## src/rtl/cvmcu_dbg_req_ctrl_pkg.sv

```systemverilog
package cvmcu_dbg_req_ctrl_pkg;

  localparam int unsigned DEF_NUM_SRC    = 4;
  localparam int unsigned DEF_TIMEOUT    = 64;
  localparam int unsigned DEF_RESUME_DLY = 4;

  typedef enum logic [1:0] {
    IDLE   = 2'd0,
    REQ    = 2'd1,
    HALTED = 2'd2,
    RESUME = 2'd3
  } dbg_ctrl_state_t;

  // Width of the counter shared between the REQ timeout and the RESUME hold.
  function automatic int unsigned dbg_cnt_width(input int unsigned timeout,
                                                input int unsigned resume_dly);
    int unsigned m;
    m = 2;
    if (timeout > m)    m = timeout;
    if (resume_dly > m) m = resume_dly;
    return $clog2(m) + 1;
  endfunction

endpackage

```

## src/rtl/cvmcu_dbg_req_ctrl_if.sv

```systemverilog
interface cvmcu_dbg_req_ctrl_if #(
  parameter int unsigned NUM_SRC = 4
);
  logic [NUM_SRC-1:0] src_req_i;
  logic [NUM_SRC-1:0] src_ack_o;
  logic               debug_req_o;
  logic               debug_mode_i;

  modport master (
    output src_req_i,
    output debug_mode_i,
    input  src_ack_o,
    input  debug_req_o
  );

  modport slave (
    input  src_req_i,
    input  debug_mode_i,
    output src_ack_o,
    output debug_req_o
  );
endinterface

```

## src/rtl/cvmcu_dbg_req_ctrl_arb.sv

```systemverilog
module cvmcu_dbg_rr_arb #(
  parameter  int unsigned N  = 4,
  localparam int unsigned IW = $clog2(N)
) (
  input  logic [N-1:0]  req_i,
  input  logic [IW-1:0] last_gnt_i,
  output logic [N-1:0]  gnt_o,
  output logic [IW-1:0] idx_o,
  output logic          valid_o
);

  int unsigned cand;

  // Search starts one past the last winner and wraps modulo N.
  always_comb begin
    gnt_o   = '0;
    idx_o   = '0;
    valid_o = 1'b0;
    cand    = 0;
    for (int unsigned k = 0; k < N; k++) begin
      cand = (32'(last_gnt_i) + 1 + k) % N;
      if (!valid_o && req_i[cand[IW-1:0]]) begin
        valid_o                = 1'b1;
        gnt_o[cand[IW-1:0]]    = 1'b1;
        idx_o                  = cand[IW-1:0];
      end
    end
  end

endmodule

```

## src/rtl/cvmcu_dbg_req_ctrl.sv

```systemverilog
module cvmcu_dbg_req_ctrl
  import cvmcu_dbg_req_ctrl_pkg::*;
#(
  parameter int unsigned NUM_SRC    = DEF_NUM_SRC,
  parameter int unsigned TIMEOUT    = DEF_TIMEOUT,
  parameter int unsigned RESUME_DLY = DEF_RESUME_DLY
) (
  input  logic                  clk_i,
  input  logic                  rst_ni,
  cvmcu_dbg_req_ctrl_if.slave   dbg,
  input  logic                  stop_en_i,
  output logic                  stoptimer_o,
  output logic                  timeout_o,
  output logic                  busy_o
);

  localparam int unsigned IW = $clog2(NUM_SRC);
  localparam int unsigned CW = dbg_cnt_width(TIMEOUT, RESUME_DLY);

  dbg_ctrl_state_t    state_q, state_d;
  logic [NUM_SRC-1:0] pending_q, pending_d, pending_clr;
  logic [NUM_SRC-1:0] gnt_q, gnt_d;
  logic [IW-1:0]      last_gnt_q, last_gnt_d;
  logic [CW-1:0]      cnt_q, cnt_d;
  logic [NUM_SRC-1:0] ack_q, ack_d;
  logic               to_q, to_d;
  logic               dreq_q, stop_q, busy_q;

  logic [NUM_SRC-1:0] arb_gnt;
  logic [IW-1:0]      arb_idx;
  logic               arb_valid;

  cvmcu_dbg_rr_arb #(
    .N (NUM_SRC)
  ) u_arb (
    .req_i      (pending_q),
    .last_gnt_i (last_gnt_q),
    .gnt_o      (arb_gnt),
    .idx_o      (arb_idx),
    .valid_o    (arb_valid)
  );

  // The winner is held one-hot so ack and pending-clear need no decode.
  always_comb begin
    state_d     = state_q;
    gnt_d       = gnt_q;
    last_gnt_d  = last_gnt_q;
    cnt_d       = cnt_q;
    ack_d       = '0;
    to_d        = 1'b0;
    pending_clr = '0;
    case (state_q)
      IDLE: begin
        if (dbg.debug_mode_i) begin
          state_d = HALTED;
        end else if (arb_valid) begin
          state_d    = REQ;
          cnt_d      = '0;
          gnt_d      = arb_gnt;
          last_gnt_d = arb_idx;
        end
      end
      REQ: begin
        if (dbg.debug_mode_i) begin
          state_d     = HALTED;
          ack_d       = gnt_q;
          pending_clr = gnt_q;
        end else if ((TIMEOUT != 0) && (cnt_q == CW'(TIMEOUT - 1))) begin
          state_d     = IDLE;
          to_d        = 1'b1;
          pending_clr = gnt_q;
        end else begin
          cnt_d = cnt_q + CW'(1);
        end
      end
      HALTED: begin
        if (!dbg.debug_mode_i) begin
          if (RESUME_DLY == 0) begin
            state_d = IDLE;
          end else begin
            state_d = RESUME;
            cnt_d   = '0;
          end
        end
      end
      RESUME: begin
        if (dbg.debug_mode_i) begin
          state_d = HALTED;
        end else if (cnt_q == CW'(RESUME_DLY - 1)) begin
          state_d = IDLE;
        end else begin
          cnt_d = cnt_q + CW'(1);
        end
      end
      default: state_d = IDLE;
    endcase
    pending_d = (pending_q | dbg.src_req_i) & ~pending_clr;
  end

  // Outputs are registered from the next-state decode.
  always_ff @(posedge clk_i or negedge rst_ni) begin
    if (!rst_ni) begin
      state_q    <= IDLE;
      pending_q  <= '0;
      gnt_q      <= '0;
      last_gnt_q <= IW'(NUM_SRC - 1);
      cnt_q      <= '0;
      ack_q      <= '0;
      to_q       <= 1'b0;
      dreq_q     <= 1'b0;
      stop_q     <= 1'b0;
      busy_q     <= 1'b0;
    end else begin
      state_q    <= state_d;
      pending_q  <= pending_d;
      gnt_q      <= gnt_d;
      last_gnt_q <= last_gnt_d;
      cnt_q      <= cnt_d;
      ack_q      <= ack_d;
      to_q       <= to_d;
      dreq_q     <= (state_d == REQ);
      stop_q     <= stop_en_i && ((state_d == HALTED) || (state_d == RESUME));
      busy_q     <= (state_d != IDLE);
    end
  end

  assign dbg.src_ack_o   = ack_q;
  assign dbg.debug_req_o = dreq_q;
  assign stoptimer_o     = stop_q;
  assign timeout_o       = to_q;
  assign busy_o          = busy_q;

endmodule
```

## src/flat_wrapper.sv

```systemverilog
// flat-port wrapper written by rule: the top's interface ports become plain ports
module cvmcu_dbg_req_ctrl_flat import cvmcu_dbg_req_ctrl_pkg::*;
#(
  parameter int unsigned NUM_SRC    = DEF_NUM_SRC,
  parameter int unsigned TIMEOUT    = DEF_TIMEOUT,
  parameter int unsigned RESUME_DLY = DEF_RESUME_DLY
)
  (clk_i, rst_ni, stop_en_i, stoptimer_o, timeout_o, busy_o, dbg_src_req_i, dbg_debug_mode_i, dbg_src_ack_o, dbg_debug_req_o);
  cvmcu_dbg_req_ctrl_if #(.NUM_SRC(NUM_SRC)) dbg_i ();
  input  logic clk_i;
  input  logic rst_ni;
  input  logic stop_en_i;
  output logic stoptimer_o;
  output logic timeout_o;
  output logic busy_o;
  input wire logic [$bits(dbg_i.src_req_i)-1:0] dbg_src_req_i;
  input wire logic [$bits(dbg_i.debug_mode_i)-1:0] dbg_debug_mode_i;
  output wire logic [$bits(dbg_i.src_ack_o)-1:0] dbg_src_ack_o;
  output wire logic [$bits(dbg_i.debug_req_o)-1:0] dbg_debug_req_o;
  assign dbg_i.src_req_i = dbg_src_req_i;
  assign dbg_i.debug_mode_i = dbg_debug_mode_i;
  assign dbg_src_ack_o = dbg_i.src_ack_o;
  assign dbg_debug_req_o = dbg_i.debug_req_o;
  cvmcu_dbg_req_ctrl #(.NUM_SRC(NUM_SRC), .TIMEOUT(TIMEOUT), .RESUME_DLY(RESUME_DLY)) u_core (.clk_i(clk_i), .rst_ni(rst_ni), .dbg(dbg_i), .stop_en_i(stop_en_i), .stoptimer_o(stoptimer_o), .timeout_o(timeout_o), .busy_o(busy_o));
endmodule
```

## config.mk

```make
export PLATFORM = sky130hd
export DESIGN_NAME = cvmcu_dbg_req_ctrl_flat
export DESIGN_NICKNAME = d
export VERILOG_FILES = /design/src/rtl/cvmcu_dbg_req_ctrl_pkg.sv /design/src/rtl/cvmcu_dbg_req_ctrl_if.sv /design/src/rtl/cvmcu_dbg_req_ctrl_arb.sv /design/src/rtl/cvmcu_dbg_req_ctrl.sv /design/src/flat_wrapper.sv
export SDC_FILE = /design/constraint.sdc
export NUM_CORES = 1
export LEC_CHECK = 0
export ABC_AREA = 1
export BUFFER_PORTS_ARGS = -buffer_cell sky130_fd_sc_hd__buf_2
export CAP_MARGIN = 25
export CORE_AREA = 10 10 70 72
export CTS_CLUSTER_DIAMETER = 30
export DETAILED_ROUTE_END_ITERATION = 8
export DIE_AREA = 0 0 80 82
export PLACE_DENSITY = 0.73
export SYNTH_ARGS = -nofsm -noshare
export SYNTH_HDL_FRONTEND = slang
export SYNTH_SLANG_ARGS = --single-unit
```

## constraint.sdc

```tcl
create_clock -name clk_i -period 1.9 [get_ports clk_i]
set_clock_uncertainty 0.1 [all_clocks]
set_input_delay 0.285 -clock clk_i [delete_from_list [all_inputs] [get_ports clk_i]]
set_output_delay 0.285 -clock clk_i [all_outputs]
set_load 0.1 [all_outputs]
```

# ---- Yosys cells after proc, flatten, opt, wreduce, memory -nomap -nowiden
# Cells that the tools add are included.
dict set report word_totals {
  reg_bits 27
  latch_bits 0
  ram_bits 0
  romBits 0
  wordCells 113
  mem_count 0
}
dict set report op_classes {
  add_sub_neg 5
  multipliers 0
  n_div 0
  magnitude_cmp 8
  eq_ne 15
  shifts 0
  n_mux 52
  n_bitwise 7
  reduce_logical 16
}
# op count
set op_table {}
lappend op_table {{two-way mux 7 bit} 7}
lappend op_table {{two-way mux 4 bit} 9}
lappend op_table {{one-hot mux 7 bit (4 select lines)} 1}
lappend op_table {{two-way mux 2 bit} 11}
lappend op_table {{bitwise OR 4 bit} 4}
lappend op_table {{two-way mux 1 bit} 15}
lappend op_table {{less-than comparator 2 x 3 -> 1 bit, second input constant} 4}
lappend op_table {{!= test 2 bit, second input constant} 6}
lappend op_table {{binary-select mux 1 bit (select 2 bit)} 4}
lappend op_table {{demux 1 bit (select 2 bit)} 4}
lappend op_table {{== test 2 bit, second input constant} 4}
lappend op_table {{>= comparator 2 x 1 -> 1 bit, second input constant} 4}
lappend op_table {{logical AND 1 bit} 8}
lappend op_table {{one-hot mux 2 bit (4 select lines)} 1}
lappend op_table {{adder 7 x 1 -> 7 bit, second input constant} 1}
lappend op_table {{== test 7 x 2 -> 1 bit, second input constant} 1}
lappend op_table {{== test 7 x 6 -> 1 bit, second input constant} 1}
lappend op_table {{AND reduction 7 bit} 1}
lappend op_table {{adder 2 x 1 -> 2 bit, second input constant} 2}
lappend op_table {{adder 2 bit, second input constant} 2}
lappend op_table {{bitwise AND 4 bit} 1}
lappend op_table {{== test 2 x 1 -> 1 bit, second input constant} 2}
lappend op_table {{inverter 4 bit} 1}
lappend op_table {{zero test 1 bit} 3}
lappend op_table {{other kinds (6)} 6}

# ---- Logic depth before layout (Yosys ltp)
dict set report logic_depth {
  ltp_word 19
  mapped_depth 13
  depth_no_buf 13
}

# ---- Modules after synthesis
# A second synthesis with hierarchy kept.
dict set report hier_totals {
  hier_cells 222
  area_unflattened_um2 1681.6
}
# module n_inst cells_per_inst area_each_um2
set modules_own_cells {}
lappend modules_own_cells {cvmcu_dbg_req_ctrl 1 145 1229.9}
lappend modules_own_cells {cvmcu_dbg_rr_arb 1 77 451.7}

# ---- Worst setup path before layout
# OpenSTA, ideal clock, no wires.
dict set report synth_path {
  path_type {register to register}
  from {register u_core.last_gnt_q[0]}
  to {register u_core.gnt_q[0]}
  arrival_ps 1826
  required_time_ps 1684
  setup_slack_ps -142
  stages_incl_launch_ff 13
  cell_sequence {dfstp_2 > inv_2 > ha_1 > inv_1 > nand2_1 > nand2_4 > inv_2 > nor2_4 > nand2_1 > nand2_2 > inv_2 > nand2_1 > nand2_1}
}
dict set report synth_via {
  elab_chain_len 14
  word_cells_on_any_way 50
}
# element line
set synth_lines {}
lappend synth_lines {{start, declared} cvmcu_dbg_req_ctrl.sv:23} ;# logic [IW-1:0] last_gnt_q, last_gnt_d;
lappend synth_lines {{start signal, assigned} cvmcu_dbg_req_ctrl.sv:106} ;# last_gnt_q <= IW'(NUM_SRC - 1);
lappend synth_lines {{start signal, assigned} cvmcu_dbg_req_ctrl.sv:117} ;# last_gnt_q <= last_gnt_d;
lappend synth_lines {{adder 2 x 1 -> 2 bit *} cvmcu_dbg_req_ctrl_arb.sv:21} ;# cand = (32'(last_gnt_i) + 1 + k) % N;
lappend synth_lines {{branches (longest 13 deep; another with less-than comparator 2 x 3 -> 1 bit)} -}
lappend synth_lines {{end signal, assigned} cvmcu_dbg_req_ctrl.sv:116} ;# gnt_q <= gnt_d;
lappend synth_lines {{end, declared} cvmcu_dbg_req_ctrl.sv:22} ;# logic [NUM_SRC-1:0] gnt_q, gnt_d;
# Mark *: on every way between the ends. The select of a mux whose other input is x is not followed.
# A chain may end at the register's enable or synchronous reset.

# ---- Worst setup path in the final report
# Same ends and word-level chain as after synthesis.

==> metrics.md <==
| Metric | Value |
|---|---|
| Yosys top cell by area | `dfrtp_1` |
| Finished Cell Area | `about 0.0021 sq mm` |
| Core Area | `0.00358 sq mm` |
| DP HPWL | `about 2900 um` |
| Fin crit share | `104%` |
| Crit path DAT | `roughly 2.2 ns` |
| Crit path to | `u_core.gnt_q[0]$_DFFE_PN0P_` |
| Routability Congestion | `just under 1` |
| Setup CP Type | `register to register` |
| Hold crit path type | `primary input to register` |
| Commonest non-fill, non-tap cells in the layout | `nand2_1 (59), inv_1 (28), dfrtp_1 (25)` |
| Synth top area share | `a little under two fifths` |
| Max VDD drop | `0.451 mV` |
| Seq/Total Area, Yosys | `about 40%` |
| Reg clk slew, reported paths | `0.14 ns` |
| CP max stage delay | `between 0.6 and 0.7 ns` |
| Layout cell share with drive strength beyond 1 | `slightly below 30%` |
| Final Util | `59.8%` |
| Pins Over Slew Limit | `0` |
| EDFF count, synth | `0` |
| Slew @ Worst Pin | `0.594 ns` |
| Leak pwr | `around 0.0011 uW` |
| XOR/XNOR share of the synthesized area | `under 10%` |
| PD cells | `around 1000 mW/mm^2` |
| Wire length of the first global-routing pass | `~7400 um` |
| Hold_ws | `around 0.05 ns` |
| # diodes | `0` |
| Synth Area in Adders | `about 6.7%` |
| Area delta synth->final | `26.5%` |
| Compound-Gate Fraction of Synth Area | `roughly 6.2%` |
| Multiplexer share of the synthesized area | `0%` |
| Failing checks | `setup timing` |
| I/O pins | `16` |
| Fmax | `~0.51 GHz` |
| Worst Setup SP | `u_core.last_gnt_q[0]$_DFFE_PN1P_` |
| Slowest cell on crit path | `dfstp_2` |
| RSZ-0062 raised after global routing | `yes` |
| CTS Root Cell | `clkbuf_4` |
| CP Max Fanout | `6` |
| TritonCTS clock tree | `yes` |
| Startpoint types | `register` |
| Initial antenna violation count | `0` |
| DR WL/cell | `approximately 13 um` |
| Largest net degree at the start of global routing | `28` |
| Cells along the critical path | `inv_4 > ha_4 > inv_4 > nand3_4 > nand2_4 > buf_4 > nor2_2 > a21oi_1 > nand3_1 > nand2_1 > nand2_1` |
| # setup viols final | `16` |
| CTS H-tree depth | `1` |
| Reg-to-Reg End | `u_core.gnt_q[0]$_DFFE_PN0P_` |
| Syn Inst Count | `roughly 230` |
| R2R setup slack | `-0.07 ns` |
| Syn Area/Cell | `between 7 and 8 sq um` |
| Syn Std Cell Area | `approximately 0.0017 sq mm` |
| Cell variety after synth | `26` |
| Fin nets | `287` |
| Async S/R FF share, synth | `100%` |
| Final min period | `about 2.0 ns` |
| Clock Tree Buf Depth | `2` |
| R2r worst-path depth | `11` |
| Total CTS buffers | `3` |
| Worst skew pair latency | `about 0.32 ns` |
| Die ar. | `around 0.0066 sq mm` |
| Initial DRC count | `186` |
| Total power | `around 2200 uW` |
| Total clock sinks | `27` |
| Routed wire length | `roughly 4100 um` |
| Cell Area, Placed | `0.00195 sq mm` |
| Synth Net Count | `243` |
| Synth warnings | `0` |
| Port bufs | `15` |
| Die W | `80 um` |
| Initial core utilization | `between 40% and 50%` |
| Die Ht | `around 82 um` |
| # rows | `22` |
| Total grt overflow | `0` |
| Maxcap violations | `0` |
| Ys flop type | `dfrtp_1` |
| Dominant cells by area after synthesis | `dfrtp_1 (37%), nand2_1 (15%), inv_1 (7.1%)` |
| Commonest non-fill, non-tap cell in the layout | `nand2_1` |
| Worst slack, placed | `-0.0798 ns` |
| TritonRoute pass-1 iters | `4` |
| Detail Route Antenna Nets | `0` |
| Largest family of logic cells by synthesized area | `simple AND/OR/NAND/NOR gates` |
| Worst path required time | `slightly above 2 ns` |
| Vias in the first global route | `1645` |
| DRC violations left | `0` |
| Fin worst setup slack | `-0.0743 ns` |
| Max-slew headroom | `between 60% and 70%` |
| #FFs+latches synth | `27` |
| Reg2reg start | `u_core.last_gnt_q[0]$_DFFE_PN1P_` |
| Layout filler cell count | `roughly 310` |
| GR Util All Layers | `13.7%` |
| Status | `complete, but fails checks` |
| Critical path capture point type | `register` |
| Synth Area in Simple Gates | `~37%` |
| Drt via density | `approximately 5.1` |
| WHS Path Cells | `3` |
| Final Hold Fails | `0` |
| Vias after detailed routing | `around 1600` |
critical path: cells and delay by family (launching register included):
kind | cells | cell delay, ns
buffers and inverters | 3 | 0.23
and+or+nand+nor | 6 | 0.56
adders and majority gates | 1 | 0.29
AOI/OAI and AO/OA | 1 | 0.11
DFF | 1 | 0.61
how the worst min path moves through the flow:
stage	end	slack, ns	from
floorplan	u_core.busy_o$_DFF_PN0_	-0.11	rst_ni
global placement	u_core.dbg.src_ack_o[3]$_DFF_PN0_	0.22	rst_ni
detailed placement	u_core.dbg.src_ack_o[3]$_DFF_PN0_	0.22	rst_ni
CTS	u_core.stoptimer_o$_DFF_PN0_	0.04	stop_en_i
global route	u_core.stoptimer_o$_DFF_PN0_	0.02	stop_en_i
finish	u_core.stoptimer_o$_DFF_PN0_	0.05	stop_en_i
layout make-up:
cell class              instances  area (sq um)  share of cell area [%]
well taps                      48          60.1                    2.81
flip-flops and latches         27           678                    31.7
inverters                      35           136                    6.37
repair buffers                 40           289                    13.5
multi-input cells             163           950                    44.4
clock buffers                   4          26.3                    1.23
cell families after synthesis:
family,after synthesis
compound gates,18
xor+xnor,3
fa+ha+maj,9
buf+inv,37
flops,27
simple gates,132
per-stage QoR:
stage,std cells,setup TNS (ns)
after detailed placement,303,-0.618
after floorplan,226,-0.0575
after global placement,303,-0.560
final,317,-0.574
after global routing,317,-2.11
after CTS,313,-0.258
flip-flops by register name (all words and copies together) (netlist names):
register                cells
u_core.dbg.debug_req_o      1
u_core.busy_o               1
u_core.gnt_q                4
u_core.pending_q            4
u_core.cnt_q                7
u_core.dbg.src_ack_o        4
u_core.timeout_o            1
u_core.stoptimer_o          1
u_core.last_gnt_q           2
u_core.state_q              2
cells in the mapped netlist, types with 2 or more instances:
| library cell | instances |
|---|---|
| o21ai_0 | 3 |
| nand3b_1 | 2 |
| dfstp_2 | 2 |
| xor2_1 | 2 |
| nand4_1 | 6 |
| dfrtp_1 | 25 |
| a21oi_1 | 11 |
| nor2_1 | 21 |
| nand3_2 | 2 |
| nor3_1 | 2 |
| inv_1 | 32 |
| nand2_4 | 2 |
| inv_2 | 3 |
| nand2_1 | 66 |
| nand2_2 | 5 |
| o221ai_1 | 4 |
| nand3_1 | 21 |
| ha_1 | 9 |
routing by layer:
metal / up-vias / part of all wire [%] / global-route usage [%]
met5: - / 0 / 0
li1: 807 / - / -
met3: 10 / 5.7 / 2.84
met1: 721 / 45 / 17.1
met2: 67 / 47 / 22.6
met4: 0 / 1.8 / 5.46
repair_timing:
action	CTS	global route
setup endpoints to repair	16	20
resized for setup	11	14
endpoints found under the hold margin	25	0
hold buffers	1	0
gates cloned	1	1
pin swaps	5	2
buffers inserted	4	3
power breakdown:
part,switching [uW],leakage (uW),internal [uW]
Sequential,50.7,0.000331,631
Clock,165,0.0000150,82.2
Combinational,735,0.000741,569
Note: power is estimated with default switching activity, not from simulation.
